`src/rtl/hazard_pkg.sv`:
```
// Shared encodings for the hazard controller: forwarding mux selects,
// stall FSM states and a constant-evaluable ceil(log2) helper.
package hazard_pkg;

    localparam logic [1:0] FWD_RF  = 2'd0;
    localparam logic [1:0] FWD_EX  = 2'd1;
    localparam logic [1:0] FWD_MEM = 2'd2;
    localparam logic [1:0] FWD_WB  = 2'd3;

    typedef enum logic [1:0] {
        ST_RUN      = 2'd0,
        ST_LU_STALL = 2'd1,
        ST_BR_FLUSH = 2'd2
    } hz_state_t;

    function automatic int hz_clog2(input int value);
        int result;
        result = 0;
        for (int i = 0; i < 31; i++) begin
            if ((1 << i) < value) begin
                result = i + 1;
            end
        end
        return result;
    endfunction

endpackage

```
`src/rtl/hazard_fwd_port.sv`:
```
// One read port's forwarding priority encoder plus its load-use hit flag.
// Register 0 never forwards and never raises a load-use hit.
module hazard_fwd_port
    import hazard_pkg::*;
#(
    parameter int REGW = 5
) (
    input  logic [REGW-1:0] rs,
    input  logic            rs_used,
    input  logic            ex_regwrite,
    input  logic            ex_memread,
    input  logic [REGW-1:0] ex_wreg,
    input  logic            mem_regwrite,
    input  logic [REGW-1:0] mem_wreg,
    input  logic            wb_regwrite,
    input  logic [REGW-1:0] wb_wreg,
    output logic [1:0]      fwd_sel,
    output logic            lu_hit
);

    logic live_read;

    assign live_read = rs_used && (rs != '0);

    always_comb begin
        fwd_sel = FWD_RF;
        if (live_read) begin
            // A load in EX has no result yet, so it falls through to older stages.
            if (ex_regwrite && !ex_memread && (ex_wreg == rs)) begin
                fwd_sel = FWD_EX;
            end else if (mem_regwrite && (mem_wreg == rs)) begin
                fwd_sel = FWD_MEM;
            end else if (wb_regwrite && (wb_wreg == rs)) begin
                fwd_sel = FWD_WB;
            end
        end
    end

    assign lu_hit = live_read && ex_regwrite && ex_memread && (ex_wreg == rs);

endmodule

```
`src/rtl/hazard_ctrl.sv`:
```
// ID-stage hazard controller: per-port forwarding selection and a stall FSM
// covering multi-cycle load-use stalls and post-branch flush bubbles.
module hazard_ctrl
    import hazard_pkg::*;
#(
    parameter int NREAD        = 2,
    parameter int REGW         = 5,
    parameter int LOAD_USE_CYC = 1,
    parameter int BR_BUBBLES   = 1,
    parameter int CNTW         = 16
) (
    input  logic                    clk,
    input  logic                    rst,
    input  logic                    enable,
    input  logic                    dmem_wait,
    input  logic                    imem_wait,
    input  logic [NREAD*REGW-1:0]   id_rs,
    input  logic [NREAD-1:0]        id_rs_used,
    input  logic                    id_branch,
    input  logic                    ex_regwrite,
    input  logic                    ex_memread,
    input  logic [REGW-1:0]         ex_wreg,
    input  logic                    mem_regwrite,
    input  logic [REGW-1:0]         mem_wreg,
    input  logic                    wb_regwrite,
    input  logic [REGW-1:0]         wb_wreg,
    output logic                    pc_write,
    output logic                    ifid_write,
    output logic                    bubble,
    output logic                    pipe_en,
    output logic                    imem_en,
    output logic [2*NREAD-1:0]      fwd_sel,
    output logic [CNTW-1:0]         stall_count
);

    localparam int MAX_BUB = (LOAD_USE_CYC > BR_BUBBLES) ? LOAD_USE_CYC : BR_BUBBLES;
    localparam int CW      = hz_clog2(MAX_BUB) + 1;
    localparam logic [CW-1:0] LU_RELOAD = CW'(LOAD_USE_CYC - 1);
    localparam logic [CW-1:0] BR_RELOAD = CW'(BR_BUBBLES - 1);

    hz_state_t         state_reg;
    logic [CW-1:0]     cnt_reg;
    logic [CNTW-1:0]   stall_count_reg;

    logic [NREAD-1:0]   lu_hit;
    logic [2*NREAD-1:0] fwd_raw;
    logic               lu;
    logic               mem_wait;
    logic               run_ok;
    logic               advance;
    logic               st_bubble;
    logic               st_pc;
    logic               st_ifid;
    logic               st_imem;

    generate
        for (genvar gi = 0; gi < NREAD; gi++) begin : g_port
            hazard_fwd_port #(
                .REGW(REGW)
            ) u_fwd (
                .rs           (id_rs[gi*REGW +: REGW]),
                .rs_used      (id_rs_used[gi]),
                .ex_regwrite  (ex_regwrite),
                .ex_memread   (ex_memread),
                .ex_wreg      (ex_wreg),
                .mem_regwrite (mem_regwrite),
                .mem_wreg     (mem_wreg),
                .wb_regwrite  (wb_regwrite),
                .wb_wreg      (wb_wreg),
                .fwd_sel      (fwd_raw[2*gi +: 2]),
                .lu_hit       (lu_hit[gi])
            );
        end
    endgenerate

    assign lu       = |lu_hit;
    assign mem_wait = dmem_wait | imem_wait;
    assign run_ok   = rst & enable;
    assign advance  = enable & ~mem_wait;

    // Outputs implied by the FSM alone, before run/wait gating.
    always_comb begin
        st_bubble = 1'b0;
        st_pc     = 1'b1;
        st_ifid   = 1'b1;
        st_imem   = 1'b1;
        case (state_reg)
            ST_RUN: begin
                if (lu) begin
                    st_bubble = 1'b1;
                    st_pc     = 1'b0;
                    st_ifid   = 1'b0;
                    st_imem   = 1'b0;
                end else if (id_branch) begin
                    st_bubble = 1'b1;
                    st_ifid   = 1'b0;
                end
            end
            default: begin
                st_bubble = 1'b1;
                st_pc     = 1'b0;
                st_ifid   = 1'b0;
                st_imem   = 1'b0;
            end
        endcase
    end

    assign pipe_en     = run_ok & ~mem_wait;
    assign pc_write    = pipe_en & st_pc;
    assign ifid_write  = pipe_en & st_ifid;
    assign imem_en     = run_ok & ~dmem_wait & st_imem;
    assign bubble      = run_ok & st_bubble;
    assign fwd_sel     = rst ? fwd_raw : '0;
    assign stall_count = stall_count_reg;

    always_ff @(posedge clk or negedge rst) begin
        if (!rst) begin
            state_reg       <= ST_RUN;
            cnt_reg         <= '0;
            stall_count_reg <= '0;
        end else if (advance) begin
            if (st_bubble && (stall_count_reg != '1)) begin
                stall_count_reg <= stall_count_reg + 1'b1;
            end
            case (state_reg)
                ST_RUN: begin
                    if (lu) begin
                        if (LOAD_USE_CYC > 1) begin
                            state_reg <= ST_LU_STALL;
                            cnt_reg   <= LU_RELOAD;
                        end
                    end else if (id_branch) begin
                        if (BR_BUBBLES > 1) begin
                            state_reg <= ST_BR_FLUSH;
                            cnt_reg   <= BR_RELOAD;
                        end
                    end
                end
                ST_LU_STALL, ST_BR_FLUSH: begin
                    // cnt holds the bubbles still owed including this one.
                    if (cnt_reg == CW'(1)) begin
                        state_reg <= ST_RUN;
                    end
                    cnt_reg <= cnt_reg - 1'b1;
                end
                default: begin
                    state_reg <= ST_RUN;
                    cnt_reg   <= '0;
                end
            endcase
        end
    end

endmodule

```
`config.mk`:
```
export PLATFORM = sky130hd
export DESIGN_NAME = hazard_ctrl
export DESIGN_NICKNAME = d
export VERILOG_FILES = /design/src/rtl/hazard_pkg.sv /design/src/rtl/hazard_fwd_port.sv /design/src/rtl/hazard_ctrl.sv
export SDC_FILE = /design/constraint.sdc
export NUM_CORES = 1
export LEC_CHECK = 0
export BUFFER_PORTS_ARGS = -buffer_cell sky130_fd_sc_hd__buf_2
export CELL_PAD_IN_SITES_DETAIL_PLACEMENT = 0
export CELL_PAD_IN_SITES_GLOBAL_PLACEMENT = 1
export CORE_MARGIN = 2
export CORE_UTILIZATION = 35
export DETAILED_ROUTE_END_ITERATION = 16
export PLACE_DENSITY_LB_ADDON = 0.1
export SLEW_MARGIN = 15
export SYNTH_ARGS = -nofsm -noshare
export SYNTH_HDL_FRONTEND = slang
export SYNTH_SLANG_ARGS = --single-unit
```
`constraint.sdc`:
```
create_clock -name clk -period 6 [get_ports clk]
set_input_delay 0.3 -clock clk [delete_from_list [all_inputs] [get_ports clk]]
set_output_delay 0.3 -clock clk [all_outputs]
set_load 0.005 [all_outputs]
```
==> flow_metrics.tcl <==
set metrics [dict create \
    ir_worst_vdd_mv 0.130 \
    grt_overflow 0 \
    synthTopCellsByArea "dfrtp_1, xnor2_1, xor2_1" \
    place.port_buffers 61 \
    grt_setup_unrepaired "no" \
    dieArea_um2 4440 \
    hold_viol_final 0 \
    power_density_nw_per_um2 183 \
    synth_top_area_frac 0.292 \
    register_area_um2 400 \
    synth_edf_count 0 \
    fillers 376 \
    min_period_ps 2450 \
    fin_skew_ps 3.30 \
    finalSetupViolCount 0 \
    drc 0 \
    multi_input_area_um2 913 \
    cap_violations 0 \
    core_um2 3720 \
    cp_slowest_stage_delay_ps 670 \
    worstSetupStartpointType "input port" \
    cts.repair.resized 0 \
    cp.arrival_ps 2150 \
    drt_iter0_drc 79 \
    top_level_ports 62 \
    final_common_cell "buf_2" \
    crit_path_end_kind "output port" \
    synth_cell_types 32 \
    finalMaxSlewViolations 0 \
    antenna_found_initial 0 \
    clk_transition_reported_paths_ps 60 \
    clock-sinks 16 \
    syn_inst 146 \
    worst-path-max-fanout 18 \
    nets 244 \
    dp_hpwl_um 2780 \
    place_ws_ps 3580 \
    grt_pass1_wl_um 5530 \
    synth-simple-area-share 0.218 \
    cts_setup_buffers 0 \
    cts_made_buffers 3 \
    timing.setup.tns_ps 0 \
    grt_util_all_layers 0.166 \
    synthFlopType "dfrtp_1" \
    clock_latency_ps 250 \
    fp-row-count 22 \
    max_freq_mhz 409 \
    tightest_slew_ps 874 \
    finalCritPeriodShare 0.408 \
    syn_nets 184 \
    slowest_stage "o211a_1" \
    synth_fa_ha_area_frac 0.00912 \
    design_power_total_mw 0.318 \
    via_per_inst 4.90 \
    synth_top_family_by_area "XOR/XNOR gates" \
    diodes 0 \
    worstPathCellList "buf_2 > xnor2_1 > nand4_1 > nor4b_1 > o211a_1 > nor2b_1 > nor2b_1 > buf_2" \
    largest_register_ffs 16 \
    cts_tree "yes" \
    start_util 0.369 \
    hold_path_class "flip-flop to flip-flop" \
    syn_area_per_cell_um2 9.40 \
    synth_area_leader_cell "dfrtp_1" \
    worstSetupPathType "input port to output port" \
    seq_area_frac_synth 0.292 \
    relSlewSlack 0.412 \
    syn_to_final_growth_pct 26.9 \
    vias 1234 \
    yosysWarnings 0 \
    critPathRequiredTime_ps 5700 \
    wl_um 3480 \
    grt_pass1_vias 1181 \
    synth_xor_area_frac 0.287 \
    fin_util 0.469 \
    htreeDepth 1 \
    leakage_nw 0.833 \
    setup_ws_ps 3550 \
    synth-seq-cells 16 \
    die_y_um 66.6 \
    wl_per_cell_um 13.8 \
    status "finished, final reports clean" \
    async_reset_ff_frac 1.00 \
    place_congestion 0.798 \
    synth_area_um2 1370 \
    synth_compound_area_frac 0.143 \
    worst_hold_slack_ps 504 \
    synthMuxAreaShare 0.00820 \
    final_cell_mix "buf_2, xnor2_1, xor2_1" \
    grt_max_degree 20 \
    dieWidth_um 66.6 \
    layout-drive-gt1-share 0.373 \
    drt_first_pass_iters 4 \
    ant_nets 0 \
    clockBufferDepth 2 \
    cts.root.buffer_cell "clkbuf_8" \
]
metal layers:
metal,up-vias,track usage,share of wire
li1,639,-,-
met1,552,0.250,0.53
met2,41,0.239,0.40
met3,2,0.0405,0.070
met4,0,0.0306,0.0029
met5,-,0,0
worst paths after layout:
check                                 from         endpoint  slack (ps)  cells past startpoint
max                               id_rs[9]       ifid_write        3550                      8
min                        stall_count[10]  stall_count[10]         500                      1
max reg2reg                 stall_count[0]  stall_count[15]        3560                      7
min reg2reg                stall_count[10]  stall_count[10]         500                      1
max in group asynchronous              rst  stall_count[15]        5170                      2
min in group asynchronous              rst   stall_count[6]         520                      2
final cells by class:
type,count,share of cell area
inverter,3,0.00647
timing repair buffer,62,0.181
clock buffer,3,0.0237
multi-input combinational,120,0.524
tap,48,0.0345
sequential,16,0.230
repair_timing:
item | CTS | global route
hold buffers | 1 | 0
endpoints found under the setup margin | 0 | 0
endpoints found under the hold margin | 16 | 0
cell families after synthesis:
logic type | count (synthesis)
AO/OA/AOI/OAI | 20
adder cells (fa/ha/maj) | 1
XOR/XNOR | 45
buffers and inverters | 10
flip-flops | 16
multiplexers | 1
AND/OR/NAND/NOR | 53
where the power goes:
group / leakage, nW / switching [mW] / internal [mW]
clock network: 0.0216 / 0.0356 / 0.0445
registers: 0.218 / 0.0141 / 0.120
logic: 0.593 / 0.0572 / 0.0465
total: 0.833 / 0.107 / 0.211
stage by stage:
stage | area, um^2 | instances
4_1_cts | 1740 | 252
3_3_place_gp | 1690 | 248
2_1_floorplan | 1370 | 146
5_1_grt | 1740 | 252
6_report | 1740 | 252
3_5_place_dp | 1690 | 248
cells in the mapped netlist (2+ instances only):
| cell type | n |
|---|---|
| o2111ai_1 | 6 |
| nor2b_1 | 5 |
| and3_1 | 6 |
| buf_2 | 2 |
| nor2_1 | 7 |
| inv_1 | 3 |
| xnor2_1 | 27 |
| nor4b_1 | 2 |
| clkbuf_1 | 2 |
| o211ai_2 | 7 |
| nand4_1 | 3 |
| xor2_1 | 18 |
| nand3_1 | 5 |
| a21oi_1 | 3 |
| nor3_1 | 7 |
| nor4_1 | 6 |
| and2_1 | 3 |
| nand2_1 | 5 |
| dfrtp_1 | 16 |
critical path: cells and delay by family:
kind                      cells  cell delay, ps
AOI/OAI and AO/OA             1             670
xor gates and xnor gates      1             160
buffers and inverters         2             280
and+or+nand+nor               4             730
Note: power is estimated with default switching activity, not from simulation.
